===== src/rtl/bcd_updown_counter_n.sv =====
// rtl/bcd_updown_counter_n.sv - synchronous multi-digit BCD up/down counter with load, saturate/wrap and terminal count
module bcd_updown_counter_n #(
    parameter int DIGITS   = 2,
    parameter bit SATURATE = 1'b0
) (
    input  logic                  clk,
    input  logic                  reset,
    input  logic                  en,
    input  logic                  d,
    input  logic                  load,
    input  logic [4*DIGITS-1:0]   load_val,
    output logic [4*DIGITS-1:0]   q,
    output logic                  c,
    output logic                  tc
);

    logic [4*DIGITS-1:0] count_q, count_d;
    logic                c_q, c_d;
    logic                all_nine, all_zero;

    // Range-end detection; tc depends only on the count and direction so it can feed a cascade
    always_comb begin
        all_nine = 1'b1;
        all_zero = 1'b1;
        for (int i = 0; i < DIGITS; i++) begin
            if (count_q[4*i +: 4] != 4'd9) all_nine = 1'b0;
            if (count_q[4*i +: 4] != 4'd0) all_zero = 1'b0;
        end
        tc = d ? all_zero : all_nine;
    end

    // Next count: load clamps each digit to 9, counting ripples a step through the decades
    always_comb begin
        logic [3:0] dig;
        logic       step;
        count_d = count_q;
        c_d     = 1'b0;
        dig     = 4'd0;
        step    = 1'b1;
        if (load) begin
            for (int i = 0; i < DIGITS; i++) begin
                dig = load_val[4*i +: 4];
                count_d[4*i +: 4] = (dig > 4'd9) ? 4'd9 : dig;
            end
        end else if (en) begin
            if (tc && SATURATE) begin
                // Blocked at the range end: hold and flag every such cycle
                c_d = 1'b1;
            end else begin
                // A step while tc is high is the wrap, which the carry chain produces naturally
                c_d = tc;
                for (int i = 0; i < DIGITS; i++) begin
                    dig = count_q[4*i +: 4];
                    if (step) begin
                        if (!d) count_d[4*i +: 4] = (dig == 4'd9) ? 4'd0 : dig + 4'd1;
                        else    count_d[4*i +: 4] = (dig == 4'd0) ? 4'd9 : dig - 4'd1;
                    end
                    step = step & (d ? (dig == 4'd0) : (dig == 4'd9));
                end
            end
        end
    end

    // State register with synchronous active-high reset
    always_ff @(posedge clk) begin
        if (reset) begin
            count_q <= '0;
            c_q     <= 1'b0;
        end else begin
            count_q <= count_d;
            c_q     <= c_d;
        end
    end

    assign q = count_q;
    assign c = c_q;

endmodule

===== config.mk =====
export PLATFORM = sky130hd
export DESIGN_NAME = bcd_updown_counter_n
export DESIGN_NICKNAME = d
export VERILOG_FILES = /design/src/rtl/bcd_updown_counter_n.sv
export SDC_FILE = /design/constraint.sdc
export NUM_CORES = 1
export LEC_CHECK = 0
export CAP_MARGIN = 20
export CORE_MARGIN = 5
export CORE_UTILIZATION = 48
export CTS_BUF_LIST = sky130_fd_sc_hd__clkbuf_8
export CTS_CLUSTER_DIAMETER = 200
export DETAILED_ROUTE_END_ITERATION = 7
export PLACE_DENSITY = 0.88
export SETUP_SLACK_MARGIN = 0.15
export SKIP_CTS_REPAIR_TIMING = 1
export SYNTH_ARGS = -nofsm -noshare
export SYNTH_HDL_FRONTEND = slang
export SYNTH_SLANG_ARGS = --single-unit

===== constraint.sdc =====
create_clock -name clk -period 1.7 [get_ports clk]
set_input_delay 0.255 -clock clk [delete_from_list [all_inputs] [get_ports clk]]
set_output_delay 0.255 -clock clk [all_outputs]
set_load 0.05 [all_outputs]

==> results of run 1 <==
sequential cells by signal (all words and copies together) (netlist names):
register	cells
q	8
c	1
cells in the mapped netlist (all sizes together) (2+ instances only):
| cell | number |
|---|---|
| nand2 | 5 |
| and2 | 2 |
| nor4 | 5 |
| a211o | 2 |
| inv | 5 |
| a221oi | 4 |
| nor2b | 2 |
| a21oi | 7 |
| nor4bb | 2 |
| xnor2 | 5 |
| o311ai | 2 |
| o21ai | 7 |
| a311oi | 3 |
| nand2b | 3 |
| clkbuf | 7 |
| o211ai | 3 |
| nor2 | 10 |
| dfxtp | 9 |
| nand3b | 4 |
| buf | 4 |
| a22oi | 2 |
worst min path at each step:
stage / startpoint / end / slack, ns / cells past startpoint
floorplan: load_val[3] / q[0] / 0.42 / 2
global placement: q[1] / q[1] / 0.55 / 2
detailed placement: q[1] / q[1] / 0.56 / 2
CTS: q[1] / q[1] / 0.57 / 2
global route: q[1] / q[1] / 0.62 / 2
finish: q[5] / q[5] / 0.59 / 2
metal layers:
layer,global-route usage (%),vias up,part of all wire [%]
li1,-,458,-
met4,10.2,0,5.9
met3,6.69,21,11
met1,27.1,470,35
met5,0,-,0
met2,33.9,87,47
cell families after synthesis:
logic type	share of synthesized area [%]
compound gates	32.6
buf+inv	7.96
flops	22.5
xor+xnor	5.46
simple gates	30.1
mux	1.40
critical path: stages:
cell and delay [ns]:
clkdlybuf4s50_1 0.51, inv_1 0.13, nor4_1 0.51, a221oi_2 0.10, a311oi_1 0.31
power breakdown:
group	switching, mW	leakage [nW]	total [mW]	internal [mW]
clock	0.0993	0.0269	0.258	0.159
combinational	0.193	0.364	0.350	0.157
sequential	0.0403	0.0778	0.269	0.229
metrics by stage:
step	setup WS [ns]	cells	instance area, µm²	utilization [%]
floorplan	0.110	107	850	-
global placement	-0.216	144	1090	70.9
detailed placement	-0.247	144	1090	70.9
CTS	-0.132	148	1140	73.9
global route	-0.0244	151	1230	79.5
finish	0.0136	151	1230	79.5
layout make-up:
cell class,instances,area share [%]
multi-input combinational,82,50.4
sequential,9,16.1
timing repair buffer,35,26.6
clock buffer,3,3.37
tap,16,1.63
clock inverter,1,0.306
inverter,5,1.53
==> summary.md, run 1 <==
| Metric | Value |
|---|---|
| Status | finished, final reports clean |
| Vias | 1036 |
| DR WL/cell | 20.2 µm |
| Num rows | 14 |
| Setup Crit Path Kind | in2reg |
| Cell Pwr Density | 715 mW/mm² |
| Hpwl dp | 1880 µm |
| #FFs+latches synth | 9 |
| Crit path time final | 1.69 ns |
| Setup TNS | 0 ns |
| Layout Nets | 149 |
| Worst EP required | 1.83 ns |
| CTS Buffer Depth | 2 |
| Crit path max fanout | 4 |
| Total clock sinks | 9 |
| Die area | 0.00259 mm² |
| Yosys warning total | 0 |
| Reg2Reg Setup Slack | 0.06 ns |
| FF+latch area | 198 µm² |
| Final hold viol count | 0 |
| Synth top area share | 22.5% |
| Post-synthesis cell type count | 39 |
| Initial DRC Count | 105 |
| I/O pin count | 23 |
| DRC | 0 |
| Gr ovfl total | 0 |
| Critical Path Start Type | input port |
| Ys flop type | dfxtp_1 |
| Period utilisation layout | 99.2% |
| Global Route Usage Sum | 21.7% |
| IO Port Bufs | 22 |
| First-pass GRT wire length | 4390 µm |
| Commonest non-fill, non-tap cell in the layout | buf_4 |
| Hold Crit Class | reg2reg |
| Root Buffer | clkbuf_8 |
| Initial antenna violation count | 0 |
| CTS tree | built |
| EDFF count, synth | 0 |
| Die Span Y | 50.9 µm |
| H-Tree Depth | 1 |
| Slew Limit Headroom | 64.5% |
| Post-Synthesis Cell Area | 802 µm² |
| Filler cells | 90 |
| Worst Path Arrival | 1.82 ns |
| Gpl congestion | 0.893 |
| FF-to-FF Start | q[1] |
| Vias in the first global route | 927 |
| Fin. max-slew vios | 0 |
| CTS buffer count | 3 |
| Area of the multi-input gates | 618 µm² |
| Leading area contributor after synthesis | dfxtp_1 |
| Critical path origin | en |
| Drt first pass iters | 7 |
| CP Capture Type | flip-flop |
| Slew @ Worst Pin | 0.527 ns |
| Largest net degree at the start of global routing | 16 |
| Post-DRT Antenna Nets | 0 |
| Clock skew | 0.00185 ns |
| Post-Syn Area per Cell | 7.50 µm² |
| Synth top area cells | dfxtp_1 22%, xnor2_1 5.5%, nor2_1 4.7% |
| Post-Syn Instances | 107 |
| Layout cells sized above 1 | 34.8% |
| Sequential cell area fraction in the yosys report | 22.5% |
| WHS | 0.589 ns |
| Post-synth net total | 120 |
| Area growth syn-to-layout | 52.9% |
| Ant. Diodes | 0 |
| Total of max-cap violations | 0 |
| Effective utilization at floorplan | 52.0% |
| Final wirelength | 3060 µm |
| Cells on worst reg2reg path | 4 |
| Worst-Skew Late Latency | 0.24 ns |
| RSZ-0062 raised after global routing | true |
| Max VDD drop | 0.359 mV |
| Core Area | 0.00154 mm² |
| FFs w/ async S/R, synth | 0% |
| Worst R2R End | q[6] |
| Power, Total | 0.877 mW |
| Setup crit end | q[6] |
| Most frequent cells in the layout | 18 x buf_4, 11 x clkdlybuf4s50_1, 9 x nor2_1 |
| Final setup viols | 0 |
| Max Freq | 593 MHz |
| Die Span X | 50.9 µm |
| Reg clk slew, reported paths | 0.05 ns |
| Vias per cell | 6.86 |
| Leakage | 0.468 nW |
Note: power is estimated with default switching activity, not from simulation.
==> run 2, diff against run 1 <==
--- a/config.mk
+++ b/config.mk
@@ -11,7 +11,7 @@
 export CTS_BUF_LIST = sky130_fd_sc_hd__clkbuf_8
 export CTS_CLUSTER_DIAMETER = 200
 export DETAILED_ROUTE_END_ITERATION = 7
-export PLACE_DENSITY = 0.88
+export PLACE_DENSITY = 0.86
 export SETUP_SLACK_MARGIN = 0.15
 export SKIP_CTS_REPAIR_TIMING = 1
 export SYNTH_ARGS = -nofsm -noshare
==> run 2 against run 1 <==
  * Sequential power hardly changed
  * Critical endpoint is now tc
  * Clock skew about the same
  * Critical path depth fell by 1
  * Power up 2.1%
  * First-iteration DRC count fell by 28%
  * Fmax grew 3.9%
  * Sequential cell count is the same
  * Combinational power grew 6.3%
  * Highest routed layer unchanged
  * Setup slack better by 0.064 ns
  * Largest cell class unchanged
  * Clock-buffer cell count stayed put
  * Non-clock buffer count increased by 5
==> summary.md, run 2 (synthesis gave the netlist of run 1 again) <==
| Metric | Value |
|---|---|
| Inst Count DP | 144 |
| Most frequent cells in the layout | 23 x buf_4, 11 x clkdlybuf4s50_1, 9 x nor2_1 |
| Max Freq | 616 MHz |
| RSZ-0062 raised after global routing | true |
| Slew Limit Headroom | 72.9% |
| Num rows | 14 |
| Largest net degree at the start of global routing | 14 |
| Worst-Skew Late Latency | 0.24 ns |
| Crit path max fanout | 11 |
| Cell Count, Final, Fillers Out | 156 |
| Cells on worst reg2reg path | 4 |
| Commonest non-fill, non-tap cell in the layout | buf_4 |
| Status | finished, final reports clean |
| Final wirelength | 2960 µm |
| Slew @ Worst Pin | 0.407 ns |
| Hpwl dp | 1790 µm |
| Critical path origin | q[6] |
| Vias | 1045 |
| Vias in the first global route | 839 |
| Fin. max-slew vios | 0 |
| CP Capture Type | primary output |
| H-Tree Depth | 1 |
| Worst EP required | 1.44 ns |
| Drt first pass iters | 5 |
| Setup TNS | 0 ns |
| FF-to-FF Start | q[0] |
| Hold path depth | 2 |
| Post-DRT Antenna Nets | 0 |
| Root Buffer | clkbuf_8 |
| Cell Pwr Density | 697 mW/mm² |
| Clock skew | 0.00136 ns |
| Total clock sinks | 9 |
| Setup Crit Path Kind | reg2out |
| Filler cells | 84 |
| Initial antenna violation count | 0 |
| CTS buffer count | 3 |
| Final setup viols | 0 |
| Max VDD drop | 0.415 mV |
| WHS | 0.593 ns |
| Gpl congestion | 0.922 |
| Leakage | 0.502 nW |
| Reg2Reg Setup Slack | 0.10 ns |
| Layout cells sized above 1 | 36.4% |
| I/O pin count | 23 |
| Final hold viol count | 0 |
| Period utilisation layout | 95.5% |
| Initial DRC Count | 76 |
| Critical Path Start Type | flip-flop |
| Worst Path Arrival | 1.37 ns |
| Setup crit end | tc |
| Global Route Usage Sum | 20.4% |
| Pre-CTS setup slack | -0.254 ns |
| Vias per cell | 6.70 |
| Hold Crit Class | reg2reg |
| First-pass GRT wire length | 4090 µm |
| IO Port Bufs | 22 |
| CTS tree | built |
| Total of max-cap violations | 0 |
| Die area | 0.00259 mm² |
| PnR worst setup slack | 0.0772 ns |
| Gr ovfl total | 0 |
| Layout Nets | 154 |
| DRC | 0 |
| Core Area | 0.00154 mm² |
| Max FFs per register | 8 |
| CTS Buffer Depth | 2 |
| Worst R2R End | q[6] |
| Crit path time final | 1.62 ns |
| DR WL/cell | 19.0 µm |
| Reg clk slew, reported paths | 0.05 ns |
| Die Span Y | 50.9 µm |
| Effective utilization at floorplan | 52.0% |
| Die Span X | 50.9 µm |
| Area growth syn-to-layout | 60.4% |
| Ant. Diodes | 0 |
-- run 2: metal layers --
metal / vias to the layer above / global-route usage [%] / routed length (µm)
met1: 485 / 29.0 / 1080
li1: 464 / - / -
met2: 84 / 29.3 / 1390
met5: - / 0 / 0
met4: 0 / 8.09 / 61
met3: 12 / 4.94 / 425
-- run 2: how the worst min path moves through the flow --
stage                           start   end  slack, ns
after floorplan           load_val[3]  q[0]       0.42
after global placement           q[1]  q[1]       0.56
after detailed placement         q[1]  q[1]       0.56
after CTS                        q[1]  q[1]       0.57
after global routing             q[5]  q[5]       0.63
final                            q[1]  q[1]       0.59
-- run 2: critical path, stage by stage, from the launching register on --
cell and delay [ns]:
dfxtp_2 0.39, nor2_1 0.26, nand2_1 0.18, nor2_4 0.16, buf_12 0.14
-- run 2: cell type report --
class                           instances  area (µm²)  area share, %
Multi-Input combinational cell         82         623           48.4
Clock inverter                          1        3.75          0.292
Clock buffer                            3        41.3           3.21
Tap cell                               16        20.0           1.56
Sequential cell                         9         198           15.4
Timing Repair Buffer                   40         382           29.7
Inverter                                5        18.8           1.46
-- run 2: through the flow --
stage	area, µm²	power, mW	util, %
finish	1290	0.896	83.4
floorplan	850	0.468	-
detailed placement	1090	0.571	70.9
CTS	1140	0.828	73.9
global placement	1090	0.563	70.9
global route	1290	0.932	83.4
-- run 2: power breakdown --
group	internal (mW)	leakage (nW)	switching, mW	total [mW]
logic	0.175	0.397	0.197	0.372
registers	0.229	0.0778	0.0389	0.268
clock network	0.158	0.0269	0.0975	0.256
